**config.mk**
```make
export PLATFORM = sky130hd
export DESIGN_NAME = clock_period_meter
export DESIGN_NICKNAME = d
export VERILOG_FILES = /design/src/rtl/clock_period_meter.sv
export SDC_FILE = /design/constraint.sdc
export NUM_CORES = 1
export LEC_CHECK = 0
export ABC_AREA = 0
export CAP_MARGIN = 20
export CELL_PAD_IN_SITES_DETAIL_PLACEMENT = 2
export CELL_PAD_IN_SITES_GLOBAL_PLACEMENT = 2
export CORE_MARGIN = 5
export CORE_UTILIZATION = 36
export CTS_CLUSTER_SIZE = 16
export DETAILED_ROUTE_END_ITERATION = 16
export GPL_TIMING_DRIVEN = 0
export PLACE_DENSITY = 0.83
export SYNTH_ARGS = -nofsm -noshare
export SYNTH_HDL_FRONTEND = slang
export SYNTH_SLANG_ARGS = --single-unit
export TNS_END_PERCENT = 10
```
**constraint.sdc**
```tcl
create_clock -name baseClock -period 10.4 [get_ports baseClock]
set_input_delay 2.08 -clock baseClock [delete_from_list [all_inputs] [get_ports baseClock]]
set_output_delay 2.08 -clock baseClock [all_outputs]
set_load 0.1 [all_outputs]
```
**src/rtl/clock_period_meter.sv**
```systemverilog
// Health monitor for a slow derived clock: measures period and high time in baseClock
// cycles, checks tolerance, tracks lock and flags a stalled clock.
module clock_period_meter #(
    parameter int                         COUNT_BIT_WIDTH = 27,
    parameter logic [COUNT_BIT_WIDTH-1:0] EXPECTED_PERIOD = 27'd100000000,
    parameter logic [COUNT_BIT_WIDTH-1:0] TOLERANCE       = 27'd1000,
    parameter int                         LOCK_COUNT      = 4,
    parameter logic [COUNT_BIT_WIDTH-1:0] TIMEOUT_CYCLES  = 27'd110000000
) (
    input  logic                       baseClock,
    input  logic                       reset,
    input  logic                       measClock,
    output logic [COUNT_BIT_WIDTH-1:0] period,
    output logic [COUNT_BIT_WIDTH-1:0] highTime,
    output logic                       periodValid,
    output logic                       inRange,
    output logic                       locked,
    output logic                       stalled,
    output logic [15:0]                edgeCount
);

    localparam int W  = COUNT_BIT_WIDTH;
    localparam int LW = $clog2(LOCK_COUNT + 1) + 1;
    localparam logic [W-1:0]  ALL_ONES = {W{1'b1}};
    localparam logic [W:0]    ONE_EXT  = {{W{1'b0}}, 1'b1};
    localparam logic [LW-1:0] LOCK_MAX = LW'(LOCK_COUNT);
    localparam logic [LW-1:0] LOCK_ONE = {{(LW-1){1'b0}}, 1'b1};

    logic          s1_q, s2_q, s3_q;
    logic [W-1:0]  cnt_q, cnt_d;
    logic [W-1:0]  hcnt_q, hcnt_d;
    logic          armed_q, armed_d;
    logic [LW-1:0] lock_run_q, lock_run_d;
    logic [W-1:0]  period_q, period_d;
    logic [W-1:0]  high_q, high_d;
    logic          valid_q, valid_d;
    logic          in_range_q, in_range_d;
    logic          locked_q, locked_d;
    logic          stalled_q, stalled_d;
    logic [15:0]   edge_q, edge_d;

    logic          rise_s;
    logic [W:0]    cnt_inc_s;
    logic [W-1:0]  cnt_sat_s;
    logic [W:0]    hcnt_inc_s;
    logic [W-1:0]  hcnt_sat_s;
    logic [W:0]    abs_diff_s;
    logic          in_tol_s;
    logic          timeout_s;
    logic [LW-1:0] lock_run_inc_s;

    assign rise_s     = s2_q & ~s3_q;
    assign cnt_inc_s  = {1'b0, cnt_q} + ONE_EXT;
    assign cnt_sat_s  = cnt_inc_s[W] ? ALL_ONES : cnt_inc_s[W-1:0];
    assign hcnt_inc_s = {1'b0, hcnt_q} + ONE_EXT;
    assign hcnt_sat_s = hcnt_inc_s[W] ? ALL_ONES : hcnt_inc_s[W-1:0];

    // Distance from nominal, one bit wider so cnt+1 never wraps; overflow means out of range
    assign abs_diff_s = (cnt_inc_s >= {1'b0, EXPECTED_PERIOD}) ? (cnt_inc_s - {1'b0, EXPECTED_PERIOD})
                                                              : ({1'b0, EXPECTED_PERIOD} - cnt_inc_s);
    assign in_tol_s   = ~cnt_inc_s[W] & (abs_diff_s <= {1'b0, TOLERANCE});
    assign timeout_s  = armed_q & ~rise_s & (cnt_inc_s == {1'b0, TIMEOUT_CYCLES});
    assign lock_run_inc_s = (lock_run_q >= LOCK_MAX) ? LOCK_MAX : (lock_run_q + LOCK_ONE);

    // Next-state logic for counters, measurement results, lock and stall tracking
    always_comb begin
        cnt_d      = rise_s ? {W{1'b0}} : cnt_sat_s;
        edge_d     = rise_s ? (edge_q + 16'd1) : edge_q;
        hcnt_d     = hcnt_q;
        armed_d    = armed_q;
        lock_run_d = lock_run_q;
        period_d   = period_q;
        high_d     = high_q;
        valid_d    = 1'b0;
        in_range_d = in_range_q;
        locked_d   = locked_q;
        stalled_d  = stalled_q;

        if (rise_s) begin
            hcnt_d = {{(W-1){1'b0}}, 1'b1};
        end else if (s2_q) begin
            hcnt_d = hcnt_sat_s;
        end else begin
            hcnt_d = hcnt_q;
        end

        if (rise_s) begin
            if (armed_q && !stalled_q) begin
                period_d   = cnt_sat_s;
                high_d     = hcnt_q;
                valid_d    = 1'b1;
                in_range_d = in_tol_s;
                if (in_tol_s) begin
                    lock_run_d = lock_run_inc_s;
                    locked_d   = (lock_run_inc_s == LOCK_MAX);
                end else begin
                    lock_run_d = {LW{1'b0}};
                    locked_d   = 1'b0;
                end
            end else begin
                // First edge after reset or stall only re-arms; the partial period is unusable
                armed_d   = 1'b1;
                stalled_d = 1'b0;
            end
        end else if (timeout_s) begin
            stalled_d  = 1'b1;
            locked_d   = 1'b0;
            lock_run_d = {LW{1'b0}};
        end else begin
            stalled_d  = stalled_q;
        end
    end

    // State registers, including the three-flop edge synchronizer
    always_ff @(posedge baseClock) begin
        if (reset) begin
            s1_q       <= 1'b0;
            s2_q       <= 1'b0;
            s3_q       <= 1'b0;
            cnt_q      <= {W{1'b0}};
            hcnt_q     <= {W{1'b0}};
            armed_q    <= 1'b0;
            lock_run_q <= {LW{1'b0}};
            period_q   <= {W{1'b0}};
            high_q     <= {W{1'b0}};
            valid_q    <= 1'b0;
            in_range_q <= 1'b0;
            locked_q   <= 1'b0;
            stalled_q  <= 1'b0;
            edge_q     <= 16'd0;
        end else begin
            s1_q       <= measClock;
            s2_q       <= s1_q;
            s3_q       <= s2_q;
            cnt_q      <= cnt_d;
            hcnt_q     <= hcnt_d;
            armed_q    <= armed_d;
            lock_run_q <= lock_run_d;
            period_q   <= period_d;
            high_q     <= high_d;
            valid_q    <= valid_d;
            in_range_q <= in_range_d;
            locked_q   <= locked_d;
            stalled_q  <= stalled_d;
            edge_q     <= edge_d;
        end
    end

    assign period      = period_q;
    assign highTime    = high_q;
    assign periodValid = valid_q;
    assign inRange     = in_range_q;
    assign locked      = locked_q;
    assign stalled     = stalled_q;
    assign edgeCount   = edge_q;

endmodule

```
# After elaboration in Yosys (flattened, before gate mapping)
# Cells that the tools add are included.
# word_totals
inputBits	3
word_cells	64
out_inout_bits	74
reg_bits	136
# op_classes
bitwise	8
reduce_logical	10
n_addsub	6
mux	18
magnitude_cmp	3
eq_ne	4
# op_table
cell	count
$add A27 B1 Y28 const B	2
$mux W27	2
$eq A28 B27 Y1 const B	1
$ge A28 B27 Y1 const B	1
$le A28 B10 Y1 const B	1
$mux W28	1
$sub A27 B28 Y28 const A	1
$sub A28 B27 Y28 const B	1
$mux W4	5
$add A16 B1 Y16 const B	1
$mux W1	10
$reduce_and A2 Y1	4
$add A4 B1 Y4 const B	1
$and A1 B1 Y1	4
$eq A4 B3 Y1 const B	1
$ge A4 B3 Y1 const B	1
$not A1 Y1	4
$reduce_bool A2 Y1	2
$reduce_or A2 Y1	2
$ne A2 B1 Y1 const B	1
$ne A2 B2 Y1 const B	1
$logic_and A1 B1 Y1	1
$logic_not A1 Y1	1

# Longest topological paths before layout
# depth
depth_word	8
ltp_mapped	15
ltp_nobuf	14

# Worst setup path before layout
# OpenSTA, ideal clock, no wires.
# synth_timing
path_kind	reg2reg
startpoint	register cnt_q[0]
endpoint	register lock_run_q[2]
n_path_buf	1
path_slack_ps	6735
synth_period_minus_slack_ps	3665
setup_time_ps	74
arrival_time_ps	3591
stages_incl_launch_ff	13
required_ps	10326
cell_sequence	dfxtp_1 > ha_1 > buf_2 > or4b_2 > a21o_2 > a211oi_2 > a41oi_2 > or4b_1 > o2bb2ai_1 > a221oi_1 > a41o_1 > nand4b_2 > o211ai_2
# synth_via
elab_chain_cells	8
elab_cells_between_ends	15
# synth_rtl
element	line_no	source
start, declared	30	logic [W-1:0] cnt_q, cnt_d;
start signal, assigned	120	cnt_q <= {W{1'b0}};
start signal, assigned	135	cnt_q <= cnt_d;
$add A27 B1 Y28 (*)	53	assign cnt_inc_s = {1'b0, cnt_q} + ONE_EXT;
$sub A27 B28 Y28 (tied with other cells)	60	: ({1'b0, EXPECTED_PERIOD} - cnt_inc_s);
$mux W28	59	assign abs_diff_s = (cnt_inc_s >= {1'b0, EXPECTED_PERIOD}) ? (cnt_inc_s - {1'b0, EXPECTED_PERIOD})
$le A28 B10 Y1	61	assign in_tol_s = ~cnt_inc_s[W] & (abs_diff_s <= {1'b0, TOLERANCE});
$and A1 B1 Y1	61	
$mux W4	93	if (in_tol_s) begin
$mux W4	88	if (armed_q && !stalled_q) begin
$mux W4	87	if (rise_s) begin
end signal, assigned	123	lock_run_q <= {LW{1'b0}};
end signal, assigned	138	lock_run_q <= lock_run_d;
end, declared	33	logic [LW-1:0] lock_run_q, lock_run_d;
# Every way passes the cells marked *; elsewhere a longest branch is shown, timed or not. The select of a mux whose other input is x is not followed.
# A chain may end at the register's enable or synchronous reset.

# Worst setup path in the final report
# layout_timing
startpoint	register cnt_q[5]
endpoint	register lock_run_q[0]
# The elaborated chain is that of the path after synthesis.

==> flow_metrics.tcl <==
set metrics [dict create \
    cts_tree "done" \
    cp-end-kind "flip-flop" \
    muxShareOfSynthArea_pct 1.59 \
    leakage_nw 2.91 \
    grt.total_usage_pct 24.4 \
    finalInstanceArea_mm2 0.00882 \
    core_mm2 0.0195 \
    drv_slew 0 \
    areaGrowthSynthToFinish_pct 23.4 \
    max_freq_ghz 0.199 \
    avgSynthCellArea_um2 8.05 \
    gp_congestion 0.886 \
    min_period_over_period_pct 48.2 \
    num_vias 7242 \
    start_util_pct 36.6 \
    critPathRequiredTime_ns 10.74 \
    drv_cap 0 \
    p_per_area_mw_per_mm2 135 \
    syn-cell-area_mm2 0.00714 \
    placed_area_mm2 0.00823 \
    cts_made_buffers 17 \
    crit_path_start_kind "flip-flop" \
    die_w_um 151 \
    nNetsFinal 993 \
    synth_top_family_by_area "simple AND/OR/NAND/NOR gates" \
    final_cell_mix "136 x dfxtp_1, 108 x nand2_1, 105 x nor2_1" \
    clock_path_buffers 2 \
    final_cells 1259 \
    final_common_cell "dfxtp_1" \
    dp_hpwl_mm 19.4 \
    first_global_vias 7802 \
    placedCellCount 1227 \
    ant_nets 0 \
    viasPerCell 5.75 \
    numPortBuffers 75 \
    peakVddDrop_mv 0.123 \
    yosys.area_share.simple_pct 27.9 \
    min_period_ns 5.01 \
    clk_latency_ns 0.43 \
    die_y_um 151 \
    rsz0062_at_grt "false" \
    synthAdderAreaFrac_pct 1.58 \
    r2r_cells 15 \
    hp-class "flip-flop to flip-flop" \
    min_delay_path_depth 1 \
    diodes 0 \
    antenna_found_initial 0 \
    grt_max_degree 17 \
    drive_gt1_share_pct 7.65 \
    slew_headroom_pct 30.2 \
    synth_edf_count 0 \
    crit_arrival_ns 5.36 \
    rows 51 \
    tns_ns 0 \
    io_pins 77 \
    ys_ff_latch 136 \
    overflow 0 \
    synthArstFlopShare_pct 0 \
    syn_inst 887 \
    grt_pass1_wl_mm 43.5 \
    postCtsSetupBuffers 0 \
    hold_viol_final 0 \
    yosys_warnings 0 \
    dr.pass1.iters 6 \
    cts.htree.levels 4 \
    setup_viol 0 \
    crit_type "flip-flop to flip-flop" \
    synth_ff_type "dfxtp_1" \
    synth.net_count 899 \
    drt_iter0_drc 408 \
    yosysSeqAreaShare_pct 38.1 \
    post_cts_resized 0 \
    fin_skew_ns 0.0125 \
    drt_wl_total_mm 27.5 \
    crit_fanout 10 \
    cts.sinks 136 \
    tightest_slew_ns 1.04 \
    drc 0 \
    synth_cell_types 80 \
    synth-compound-area-share_pct 18.4 \
    yosys.area_share.xor_xnor_pct 8.21 \
    design.die.area_mm2 0.0228 \
    path_clk_slew_ns 0.07 \
    cts_hold_buffers 0 \
    status "finished clean" \
    cts_root_buffer "clkbuf_16" \
    post_drt_wl_per_cell_um 21.8 \
]
-- worst max-delay path, stage by stage (launching register included) --
cell	delay (ns)
dfxtp_1	0.48
nand4_2	0.27
buf_2	0.29
o31a_2	0.35
or2_2	0.29
clkbuf_1	0.21
inv_1	0.19
ha_1	0.21
o21ai_0	0.25
a311oi_4	0.56
a21oi_1	0.21
nor2_1	0.46
nor4_1	0.12
o22ai_1	0.51
nand4b_2	0.28
o21ai_1	0.24
-- registers in the layout (all words and copies together), names as in the netlist --
register and cells:
s2_q 1, hcnt_q 27, periodValid 1, s1_q 1, edgeCount 16, stalled 1
armed_q 1, locked 1, highTime 27, s3_q 1, inRange 1, cnt_q 27
lock_run_q 4, period 27
-- final cells by class --
type	instances	area, um2
Buffer	57	260
Clock buffer	17	425
Clock inverter	15	164
Fill cell	2225	10700
Inverter	10	37.5
Multi-Input combinational cell	684	4120
Sequential cell	136	2720
Tap cell	265	332
Timing Repair Buffer	75	751
-- path summary, 6_finish.rpt --
check / start / to / slack, ns
max reg2reg: cnt_q[5] / lock_run_q[0] / 5.39
min reg2reg: s1_q / s2_q / 0.45
max: cnt_q[5] / lock_run_q[0] / 5.39
min: s1_q / s2_q / 0.45
-- per-stage QoR --
stage	setup slack, ns	hold WS (ns)	total power, W	utilization, %
final	5.39	0.454	0.00119	45.1
after global routing	5.21	0.465	0.00123	45.1
after CTS	5.45	0.459	0.00120	45.1
after detailed placement	5.62	0.428	0.000586	42.1
after global placement	5.75	0.422	0.000585	42.1
after floorplan	6.74	0.414	0.000571	-
-- metal layers --
layer	share of wire, %	wire, um	up-vias	track usage (%)
met5	0	0	-	0
met4	1.8	500	0	6.84
met3	3.5	968	37	3.20
met2	48	13300	170	41.3
met1	46	12700	3662	32.6
li1	-	-	3373	-
-- where the power goes --
part / internal [W] / switching (W)
Clock: 0.000340 / 0.000279
Combinational: 0.0000109 / 0.0000366
Sequential: 0.000524 / 0.00000398
-- cells by family after synthesis --
family,after synthesis
buf+inv,67
mux,11
fa+ha+maj,9
compound gates,199
xor+xnor,67
simple gates,398
flops,136
-- cells in the mapped netlist, drive strengths merged (10+ instances only) --
master | n | area [um2]
dfxtp | 136 | 2720
nand2 | 108 | 405
nor2 | 105 | 394
a21oi | 84 | 420
clkbuf | 42 | 160
nand3 | 40 | 213
xor2 | 34 | 298
xnor2 | 33 | 289
nand4 | 28 | 196
o21ai | 27 | 135
a211oi | 25 | 193
nor3 | 20 | 100
and3 | 16 | 101
nor4 | 16 | 106
buf | 15 | 100
or3 | 13 | 82.6
a311oi | 12 | 123
and2 | 12 | 77.6
inv | 10 | 37.5
(Power assumes the default switching activity.)
